[config.mk]
export PLATFORM = sky130hd
export DESIGN_NAME = controller_fsm_rx_flat
export DESIGN_NICKNAME = d
export VERILOG_FILES = /design/src/rtl/controller_fsm_rx_if.sv /design/src/rtl/controller_fsm_rx.sv /design/src/flat_wrapper.sv
export SDC_FILE = /design/constraint.sdc
export NUM_CORES = 1
export LEC_CHECK = 0
export BUFFER_PORTS_ARGS = -buffer_cell sky130_fd_sc_hd__buf_2
export CAP_MARGIN = 20
export CORE_ASPECT_RATIO = 0.9
export CORE_MARGIN = 2
export CORE_UTILIZATION = 40
export CTS_CLUSTER_DIAMETER = 30
export DETAILED_ROUTE_END_ITERATION = 8
export PLACE_DENSITY_LB_ADDON = 0.15
export SLEW_MARGIN = 10
export SYNTH_ARGS = -nofsm -noshare
export SYNTH_HDL_FRONTEND = slang
export SYNTH_SLANG_ARGS = --single-unit
[constraint.sdc]
create_clock -name CLK -period 1.8 [get_ports CLK]
set_clock_uncertainty 0.2 [all_clocks]
set_input_delay 0.09 -clock CLK [delete_from_list [all_inputs] [get_ports CLK]]
set_output_delay 0.09 -clock CLK [all_outputs]
set_load 0.05 [all_outputs]
[src/rtl/controller_fsm_rx_if.sv]
// ---------------------------------------------------------------------------
// controller_fsm_rx_if
// Purpose : groups the UART receive byte stream and the decoded register-file
//           / ALU command outputs of the receive-side controller.
// Signals :
//   RX_P_Data   - received byte, valid while RX_D_VLD=1
//   RX_D_VLD    - one-cycle pulse per received byte
//   WrEn/RdEn   - register-file write / read strobes
//   Address     - register-file address (held between strobes)
//   WrData      - register-file write data (held between strobes)
//   ALU_EN      - ALU execute strobe
//   ALU_FUN     - ALU function code (held between strobes)
//   CLK_GATE_EN - ALU clock-gate enable
//   FRAME_ABORT - pulse when a partial frame is discarded
// Modports: master = byte source / command consumer side, slave = controller.
// ---------------------------------------------------------------------------
interface controller_fsm_rx_if #(
    parameter int unsigned DATA_WIDTH = 8,
    parameter int unsigned ADDR_WIDTH = 4,
    parameter int unsigned FUN_WIDTH  = 4
);
    logic [DATA_WIDTH-1:0] RX_P_Data;
    logic                  RX_D_VLD;
    logic                  WrEn;
    logic                  RdEn;
    logic [ADDR_WIDTH-1:0] Address;
    logic [DATA_WIDTH-1:0] WrData;
    logic                  ALU_EN;
    logic [FUN_WIDTH-1:0]  ALU_FUN;
    logic                  CLK_GATE_EN;
    logic                  FRAME_ABORT;

    modport master (
        output RX_P_Data, RX_D_VLD,
        input  WrEn, RdEn, Address, WrData, ALU_EN, ALU_FUN, CLK_GATE_EN, FRAME_ABORT
    );

    modport slave (
        input  RX_P_Data, RX_D_VLD,
        output WrEn, RdEn, Address, WrData, ALU_EN, ALU_FUN, CLK_GATE_EN, FRAME_ABORT
    );
endinterface

[src/rtl/controller_fsm_rx.sv]
// ---------------------------------------------------------------------------
// controller_fsm_rx
// Purpose : receive-side system controller. Decodes UART command frames into
//           register-file write/read strobes and ALU execute strobes.
//           Frames: AA addr data | BB addr | CC opA opB fun | DD fun.
// Ports   :
//   CLK  - system clock
//   RST  - synchronous active-high reset
//   bus  - controller_fsm_rx_if.slave (received bytes in, decoded commands out)
// Options :
//   CTRL_RX_TIMEOUT_EN - when defined, a partial frame idle for
//                        TIMEOUT_CYCLES cycles is discarded and FRAME_ABORT
//                        pulses; otherwise FRAME_ABORT is tied low.
// All outputs are registered.
// ---------------------------------------------------------------------------
module controller_fsm_rx #(
    parameter int unsigned DATA_WIDTH     = 8,
    parameter int unsigned ADDR_WIDTH     = 4,
    parameter int unsigned FUN_WIDTH      = 4,
    parameter logic [15:0] TIMEOUT_CYCLES = 16'd50000
) (
    input  logic                   CLK,
    input  logic                   RST,
    controller_fsm_rx_if.slave     bus
);

    localparam logic [DATA_WIDTH-1:0] CMD_WR      = DATA_WIDTH'(8'hAA);
    localparam logic [DATA_WIDTH-1:0] CMD_RD      = DATA_WIDTH'(8'hBB);
    localparam logic [DATA_WIDTH-1:0] CMD_ALU_OP  = DATA_WIDTH'(8'hCC);
    localparam logic [DATA_WIDTH-1:0] CMD_ALU_NOP = DATA_WIDTH'(8'hDD);

    // Fixed register-file slots for ALU operands
    localparam logic [ADDR_WIDTH-1:0] OPA_ADDR = ADDR_WIDTH'(0);
    localparam logic [ADDR_WIDTH-1:0] OPB_ADDR = ADDR_WIDTH'(1);

    typedef enum logic [2:0] {
        IDLE     = 3'd0,
        WR_ADDR  = 3'd1,
        WR_DATA  = 3'd2,
        RD_ADDR  = 3'd3,
        ALU_OPA  = 3'd4,
        ALU_OPB  = 3'd5,
        ALU_FUNC = 3'd6
    } state_t;

    state_t                r_state;
    logic [ADDR_WIDTH-1:0] r_addr_lat;
    logic                  r_wr_en;
    logic                  r_rd_en;
    logic [ADDR_WIDTH-1:0] r_addr;
    logic [DATA_WIDTH-1:0] r_wr_data;
    logic                  r_alu_en;
    logic [FUN_WIDTH-1:0]  r_alu_fun;
    logic                  r_gate_en;
    logic                  r_abort;

    logic [DATA_WIDTH-1:0] w_byte;
    logic                  w_vld;

    assign w_byte = bus.RX_P_Data;
    assign w_vld  = bus.RX_D_VLD;

`ifdef CTRL_RX_TIMEOUT_EN
    logic [15:0] r_idle_cnt;
`else
    logic [15:0] w_unused_timeout;
    assign w_unused_timeout = TIMEOUT_CYCLES;
`endif

    // Frame decoder: state, latched fields and registered strobes
    always_ff @(posedge CLK) begin
        if (RST) begin
            r_state    <= IDLE;
            r_addr_lat <= '0;
            r_wr_en    <= 1'b0;
            r_rd_en    <= 1'b0;
            r_addr     <= '0;
            r_wr_data  <= '0;
            r_alu_en   <= 1'b0;
            r_alu_fun  <= '0;
            r_gate_en  <= 1'b0;
            r_abort    <= 1'b0;
`ifdef CTRL_RX_TIMEOUT_EN
            r_idle_cnt <= 16'd0;
`endif
        end else begin
            r_wr_en  <= 1'b0;
            r_rd_en  <= 1'b0;
            r_alu_en <= 1'b0;
            r_abort  <= 1'b0;

            // Gate falls one cycle after ALU_EN unless a new ALU frame starts now
            if (r_alu_en) begin
                r_gate_en <= 1'b0;
            end

            case (r_state)
                IDLE: begin
                    if (w_vld) begin
                        if (w_byte == CMD_WR) begin
                            r_state <= WR_ADDR;
                        end else if (w_byte == CMD_RD) begin
                            r_state <= RD_ADDR;
                        end else if (w_byte == CMD_ALU_OP) begin
                            r_state   <= ALU_OPA;
                            r_gate_en <= 1'b1;
                        end else if (w_byte == CMD_ALU_NOP) begin
                            r_state   <= ALU_FUNC;
                            r_gate_en <= 1'b1;
                        end else begin
                            r_state <= IDLE;
                        end
                    end
                end

                WR_ADDR: begin
                    if (w_vld) begin
                        r_addr_lat <= w_byte[ADDR_WIDTH-1:0];
                        r_state    <= WR_DATA;
                    end
                end

                WR_DATA: begin
                    if (w_vld) begin
                        r_wr_en   <= 1'b1;
                        r_addr    <= r_addr_lat;
                        r_wr_data <= w_byte;
                        r_state   <= IDLE;
                    end
                end

                RD_ADDR: begin
                    if (w_vld) begin
                        r_rd_en <= 1'b1;
                        r_addr  <= w_byte[ADDR_WIDTH-1:0];
                        r_state <= IDLE;
                    end
                end

                ALU_OPA: begin
                    if (w_vld) begin
                        r_wr_en   <= 1'b1;
                        r_addr    <= OPA_ADDR;
                        r_wr_data <= w_byte;
                        r_state   <= ALU_OPB;
                    end
                end

                ALU_OPB: begin
                    if (w_vld) begin
                        r_wr_en   <= 1'b1;
                        r_addr    <= OPB_ADDR;
                        r_wr_data <= w_byte;
                        r_state   <= ALU_FUNC;
                    end
                end

                ALU_FUNC: begin
                    if (w_vld) begin
                        r_alu_en  <= 1'b1;
                        r_alu_fun <= w_byte[FUN_WIDTH-1:0];
                        r_state   <= IDLE;
                    end
                end

                default: begin
                    r_state <= IDLE;
                end
            endcase

`ifdef CTRL_RX_TIMEOUT_EN
            // Idle watchdog inside a partial frame; overrides the decoder on expiry
            if (r_state == IDLE || w_vld) begin
                r_idle_cnt <= 16'd0;
            end else if (r_idle_cnt == (TIMEOUT_CYCLES - 16'd1)) begin
                r_idle_cnt <= 16'd0;
                r_state    <= IDLE;
                r_abort    <= 1'b1;
                r_gate_en  <= 1'b0;
            end else begin
                r_idle_cnt <= r_idle_cnt + 16'd1;
            end
`endif
        end
    end

    assign bus.WrEn        = r_wr_en;
    assign bus.RdEn        = r_rd_en;
    assign bus.Address     = r_addr;
    assign bus.WrData      = r_wr_data;
    assign bus.ALU_EN      = r_alu_en;
    assign bus.ALU_FUN     = r_alu_fun;
    assign bus.CLK_GATE_EN = r_gate_en;
    assign bus.FRAME_ABORT = r_abort;

endmodule

[src/flat_wrapper.sv]
// flat-port wrapper written by rule: the top's interface ports become plain ports
module controller_fsm_rx_flat 
#(
    parameter int unsigned DATA_WIDTH     = 8,
    parameter int unsigned ADDR_WIDTH     = 4,
    parameter int unsigned FUN_WIDTH      = 4,
    parameter logic [15:0] TIMEOUT_CYCLES = 16'd50000
)
  (CLK, RST, bus_RX_P_Data, bus_RX_D_VLD, bus_WrEn, bus_RdEn, bus_Address, bus_WrData, bus_ALU_EN, bus_ALU_FUN, bus_CLK_GATE_EN, bus_FRAME_ABORT);
  controller_fsm_rx_if #(.DATA_WIDTH(DATA_WIDTH), .ADDR_WIDTH(ADDR_WIDTH), .FUN_WIDTH(FUN_WIDTH)) bus_i ();
  input  logic CLK;
  input  logic RST;
  input wire logic [$bits(bus_i.RX_P_Data)-1:0] bus_RX_P_Data;
  input wire logic [$bits(bus_i.RX_D_VLD)-1:0] bus_RX_D_VLD;
  output wire logic [$bits(bus_i.WrEn)-1:0] bus_WrEn;
  output wire logic [$bits(bus_i.RdEn)-1:0] bus_RdEn;
  output wire logic [$bits(bus_i.Address)-1:0] bus_Address;
  output wire logic [$bits(bus_i.WrData)-1:0] bus_WrData;
  output wire logic [$bits(bus_i.ALU_EN)-1:0] bus_ALU_EN;
  output wire logic [$bits(bus_i.ALU_FUN)-1:0] bus_ALU_FUN;
  output wire logic [$bits(bus_i.CLK_GATE_EN)-1:0] bus_CLK_GATE_EN;
  output wire logic [$bits(bus_i.FRAME_ABORT)-1:0] bus_FRAME_ABORT;
  assign bus_i.RX_P_Data = bus_RX_P_Data;
  assign bus_i.RX_D_VLD = bus_RX_D_VLD;
  assign bus_WrEn = bus_i.WrEn;
  assign bus_RdEn = bus_i.RdEn;
  assign bus_Address = bus_i.Address;
  assign bus_WrData = bus_i.WrData;
  assign bus_ALU_EN = bus_i.ALU_EN;
  assign bus_ALU_FUN = bus_i.ALU_FUN;
  assign bus_CLK_GATE_EN = bus_i.CLK_GATE_EN;
  assign bus_FRAME_ABORT = bus_i.FRAME_ABORT;
  controller_fsm_rx #(.DATA_WIDTH(DATA_WIDTH), .ADDR_WIDTH(ADDR_WIDTH), .FUN_WIDTH(FUN_WIDTH), .TIMEOUT_CYCLES(TIMEOUT_CYCLES)) u_core (.CLK(CLK), .RST(RST), .bus(bus_i));
endmodule
# Word level (Yosys, flattened, before mapping)
# Index checks and enable logic that the tools add are counted.
[word_totals]
register_bits = 27
latchBits = 0
ram_bits = 0
rom_bits = 0
elab_cells = 64
memories = 0
[classes]
n_addsub = 0
n_mul = 0
div = 0
order_cmp = 0
n_eq_ne = 17
n_shift = 0
muxes = 23
bitwise = 3
reduce_logical = 12
[ops]
columns = ["op", "count"]
rows = [
  ["== test 8 bit (second input constant)", 4],
  ["2-to-1 mux 3 bit", 9],
  ["2-to-1 mux 4 bit", 4],
  ["one-hot mux 4 bit (4 select lines)", 1],
  ["one-hot mux 3 bit (5 select lines)", 1],
  ["inequality test 2 bit (second input constant)", 6],
  ["AND reduction 5 bit", 2],
  ["== test 3 bit (second input constant)", 3],
  ["2-to-1 mux 1 bit", 8],
  ["== test 3 x 2 -> 1 bit (second input constant)", 2],
  ["AND reduction 2 bit", 3],
  ["OR reduction 2 bit", 3],
  ["OR reduction 3 bit", 2],
  ["nonzero test 4 bit", 1],
  ["== test 3 x 1 -> 1 bit (second input constant)", 1],
  ["logical NOT 3 bit", 1],
  ["inverter 1 bit", 3],
  ["inequality test 2 x 1 -> 1 bit (second input constant)", 1],
]

# Logic depth before layout (Yosys ltp)
[logic_depth]
depth_word = 7
mapped_depth = 5
ltp_nobuf = 3

# Least setup slack after synthesis
# OpenSTA, ideal clock, no wires.
[synth_path]
path_type = "register to register"
startpoint = "register u_core.bus.WrData[0] (netlist name)"
endpoint = "register u_core.r_wr_data[0], in the netlist u_core.bus.WrData[0]"
t_arrival_ns = 1.186
setup_slack_ns = 0.310
stages_incl_launch_ff = 4
path_buffers = 0
synth_period_minus_slack_ns = 1.490
cell_sequence = "dfxtp_1 or2_2 a21oi_1 a2111oi_2"
[synth_lines]
columns = ["item", "line", "source"]
rows = [
  ["to (signal assigned)", "controller_fsm_rx.sv:127", "r_wr_data <= w_byte;"],
  ["to (signal assigned)", "controller_fsm_rx.sv:144", "r_wr_data <= w_byte;"],
  ["to (signal assigned)", "controller_fsm_rx.sv:153", "r_wr_data <= w_byte;"],
  ["to (decl)", "controller_fsm_rx.sv:51", "logic [DATA_WIDTH-1:0] r_wr_data;"],
]

# Final worst setup path
[layout_path]
startpoint = "register u_core.r_state[2]"
endpoint = "register u_core.r_wr_data[4], in the netlist u_core.bus.WrData[4]"
[layout_between]
elab_chain_cells = 3
word_cells_on_any_way = 5
cone_classes = "3 x eq/ne; 2 x reduce/logical"
[layout_rtl]
columns = ["item", "line", "source"]
rows = [
  ["from (decl)", "controller_fsm_rx.sv:46", "state_t r_state;"],
  ["from (signal assigned)", "controller_fsm_rx.sv:73", "r_state <= IDLE;"],
  ["from (signal assigned)", "controller_fsm_rx.sv:101", "r_state <= WR_ADDR;"],
  ["from (signal assigned)", "controller_fsm_rx.sv:103", "r_state <= RD_ADDR;"],
  ["== test 3 x 2 -> 1 bit / == test 3 bit (equally long branches)", "controller_fsm_rx.sv:97", "case (r_state)"],
  ["OR reduction 3 bit (no source line) (*)", "n/a", ""],
  ["AND reduction 2 bit (no source line) (*)", "n/a", ""],
]
# Mark *: on every way between the ends. The rest lies on a longest branch, timed or not.
# A chain may end at the register's enable or synchronous reset.

==> results.py <==
metrics = {
    "synthesis": {
        "synth-warning-count": 0,
        "syn_nets": 159,
        "avgSynthCellArea_um2": 9.24,
        "synth_edf_count": 0,
        "synth_area_leaders": "sky130_fd_sc_hd__dfxtp_1, sky130_fd_sc_hd__mux2i_1, sky130_fd_sc_hd__nand2b_1",
        "synth.yosys.seq_area_share_pct": 39.5,
        "yosys_register_bits": 27,
        "synthArstFlopShare_pct": 0,
        "synth.cell_area_um2": 1370,
        "yosysUniqueCellTypes": 43,
        "synth-main-ff-cell": "sky130_fd_sc_hd__dfxtp_1",
        "syn_inst": 148,
        "netlist.top_cell.by_area": "sky130_fd_sc_hd__dfxtp_1",
        "synth_top_area_share_pct": 39.5,
    },
    "layout": {
        "layout_cells_excl_fill": 229,
        "area_of_all_placed_cells_without_fillers_um2": 1700,
        "layout.core_utilization_pct": 51.1,
        "most_frequent_standard_cell_in_the_layout_excluding_fill_and_tap_cells": "sky130_fd_sc_hd__buf_2",
        "total_inserted_antenna_cells": 0,
        "nNetsFinal": 197,
        "synthToLayoutAreaGrowth_pct": 24.2,
        "most-common-layout-cells": "sky130_fd_sc_hd__buf_2, sky130_fd_sc_hd__dfxtp_1, sky130_fd_sc_hd__nor2_1, sky130_fd_sc_hd__mux2i_1, sky130_fd_sc_hd__nand2b_1",
        "filler_cell_count": 342,
        "final_layout_size_suffix_gt1_share_pct": 30.8,
    },
    "sta": {
        "timing.hold.ws_ns": 0.0138,
        "timing.slew.headroom_pct": 63.0,
        "final.setup.worst_slack_ns": 0.191,
        "timing.final.setup_violations": 0,
        "finalHoldViolations": 0,
        "timing.final.max_slew_violations": 0,
        "setup-tns-final_ns": 0,
        "max_freq_mhz": 621,
        "worst-slew-pin-transition_ns": 0.556,
        "timing.final.crit_share_pct": 89.4,
        "grt_setup_unrepaired": "false",
        "finalWorstPathRequiredPeriod_ns": 1.61,
    },
    "grt": {
        "first_global_vias": 1164,
        "grt_start_max_net_pins": 33,
        "grt_first_pass_wirelength_um": 5150,
        "gr-usage-all-layers_pct": 17.4,
        "grt_overflow": 0,
        "initial_antenna_violation_count": 0,
    },
    "die": {
        "placement_rows": 20,
        "design.core.area_um2": 3330,
        "num_ports": 32,
        "height_of_the_die_um": 59.5,
        "initial_utilization_pct": 41.1,
        "die_area_um2": 3900,
        "die_w_um": 65.6,
    },
    "place": {
        "pre_cts_slack_ns": 0.0807,
        "place_congestion": 0.879,
        "post_dp_cell_area_um2": 1570,
        "dp.cells": 217,
        "place.detailed.hpwl_um": 2160,
        "placement.io_buffers": 30,
    },
    "cts": {
        "cts_max_path_buffers": 2,
        "post-cts-setup-buffer-count": 0,
        "root_cell_of_the_clock_tree": "sky130_fd_sc_hd__clkbuf_8",
        "clock-sinks": 27,
        "insertion_delay_ns": 0.28,
        "htree_num_levels": 1,
        "clkSlewWorstSetupHoldPaths_ns": 0.11,
        "clock_tree_from_tritoncts": "yes",
        "cts_inserted_buffers": 3,
    },
    "critical_path": {
        "critPathRequiredTime_ns": 1.82,
        "crit_path_top_delay_cell": "sky130_fd_sc_hd__dfxtp_2",
        "crit_chain": "or3b_1 -> a21oi_4 -> mux2i_1",
        "cp-end-kind": "flop",
        "crit_type": "reg -> reg",
        "critical_path_peak_fanout": 18,
        "rr_endpoint": "u_core.bus.WrData[4]$_SDFFE_PP0P_",
        "critical_path.max_stage_delay_ns": 0.43,
        "critPathArrivalTime_ns": 1.63,
        "r2r_slack_ns": 0.19,
        "r2r.worst_path.cells": 3,
        "timing.rr.start": "u_core.r_state[2]$_SDFFE_PP0P_",
        "critical_path.startpoint_type": "flop",
    },
    "routing": {
        "detail_route.drc_violations": 0,
        "vias": 1197,
        "final_antenna_net_count": 0,
        "detail_route.iter0.violations": 69,
        "drt-pass1-iter-count": 4,
        "via_per_inst": 5.23,
        "avgRoutedWirePerCell_um": 13.6,
        "wirelength_um": 3120,
    },
    "power": {
        "cellPowerDensity_nw_per_um2": 631,
        "power.leakage_nw": 0.706,
        "finalPower_mw": 1.07,
        "peakVddDrop_v": 0.000303,
    },
    "min_path": {
        "origin_of_the_worst_min_delay_path": "bus_RX_D_VLD",
        "hold-path-endpoint": "u_core.bus.RdEn$_SDFF_PP0_",
        "type_of_the_tightest_min_delay_check": "in -> reg",
        "worst_hold_path.num_cells": 3,
    },
    "run_status": {
        "run_status": "completed",
    },
    "run": {
        "max_cap_violations": 0,
    },
}
## worst max path at each step
stage / start / to / slack (ns) / cells after the start
finish: u_core.r_state[2]$_SDFFE_PP0P_ / u_core.bus.WrData[4]$_SDFFE_PP0P_ / 0.19 / 3
global route: u_core.r_state[1]$_SDFFE_PP0P_ / u_core.r_addr_lat[3]$_SDFFE_PP0P_ / 0.09 / 5
CTS: u_core.r_state[2]$_SDFFE_PP0P_ / u_core.bus.WrData[4]$_SDFFE_PP0P_ / 0.08 / 3
detailed placement: u_core.r_state[2]$_SDFFE_PP0P_ / u_core.bus.WrData[4]$_SDFFE_PP0P_ / 0.08 / 3
global placement: u_core.r_state[2]$_SDFFE_PP0P_ / u_core.bus.WrData[4]$_SDFFE_PP0P_ / 0.16 / 3
floorplan: u_core.bus.WrData[0]$_SDFFE_PP0P_ / u_core.bus.WrData[0]$_SDFFE_PP0P_ / 0.31 / 3
## kinds of logic after synthesis
family / after synthesis / share of synthesized area (%)
and+or+nand+nor: 60 / 26.1
AOI/OAI and AO/OA: 27 / 15.7
DFF: 27 / 39.5
muxes: 16 / 12.1
buffers and inverters: 15 / 5.03
xor gates and xnor gates: 2 / 1.28
other: 1 / 0.274
## synthesized netlist by cell type (all sizes together), types with 3 or more instances
library cell,instances
dfxtp,27
nor2,14
mux2i,12
nand2b,11
buf,10
a21oi,7
nand2,7
a31oi,5
nand3b,5
o22ai,5
a2111oi,4
mux2,4
or2,4
inv,3
nand3,3
## sequential cells by signal, summed over array words and instances (netlist names)
name / cells
u_core.r_addr_lat: 4
u_core.r_state: 3
u_core.bus.ALU_EN: 1
u_core.bus.WrEn: 1
u_core.bus.RdEn: 1
u_core.bus.CLK_GATE_EN: 1
u_core.bus.WrData: 8
u_core.bus.Address: 4
u_core.bus.ALU_FUN: 4
## where the power goes
part / internal, mW / total (mW) / switching (mW)
logic: 0.0397 / 0.0966 / 0.0569
clock network: 0.163 / 0.376 / 0.213
registers: 0.598 / 0.600 / 0.00138
total: 0.801 / 1.07 / 0.271
## critical path: cells and delay by family, from the launching register on
| family | cells | cell delay, ns |
|---|---|---|
| multiplexers | 1 | 0.22 |
| flip-flops | 1 | 0.43 |
| AO/OA/AOI/OAI | 1 | 0.25 |
| AND/OR/NAND/NOR | 1 | 0.43 |
## per-layer routing
metal | global-route usage (%) | vias to the layer above | share of wire, %
li1 | - | 602 | -
met1 | 20.7 | 568 | 46
met2 | 30.6 | 23 | 49
met3 | 4.18 | 4 | 4.0
met4 | 6.25 | 0 | 0.83
met5 | 0 | - | 0
## repair_timing
| action | CTS | global route |
|---|---|---|
| endpoints found under the setup margin | 0 | 4 |
| gates resized for setup | 0 | 1 |
| hold buffers | 8 | 0 |
| endpoints found under the hold margin | 13 | 0 |
## final cells by class
| cell class | count | area, um2 | area share, % |
|---|---|---|---|
| Clock inverter | 1 | 8.76 | 0.515 |
| Tap cell | 44 | 55.1 | 3.24 |
| Inverter | 3 | 11.3 | 0.663 |
| Timing Repair Buffer | 45 | 283 | 16.6 |
| Clock buffer | 3 | 41.3 | 2.43 |
| Multi-Input combinational cell | 106 | 758 | 44.6 |
| Sequential cell | 27 | 542 | 31.9 |
No activity file was read; power rests on OpenSTA's default activity.
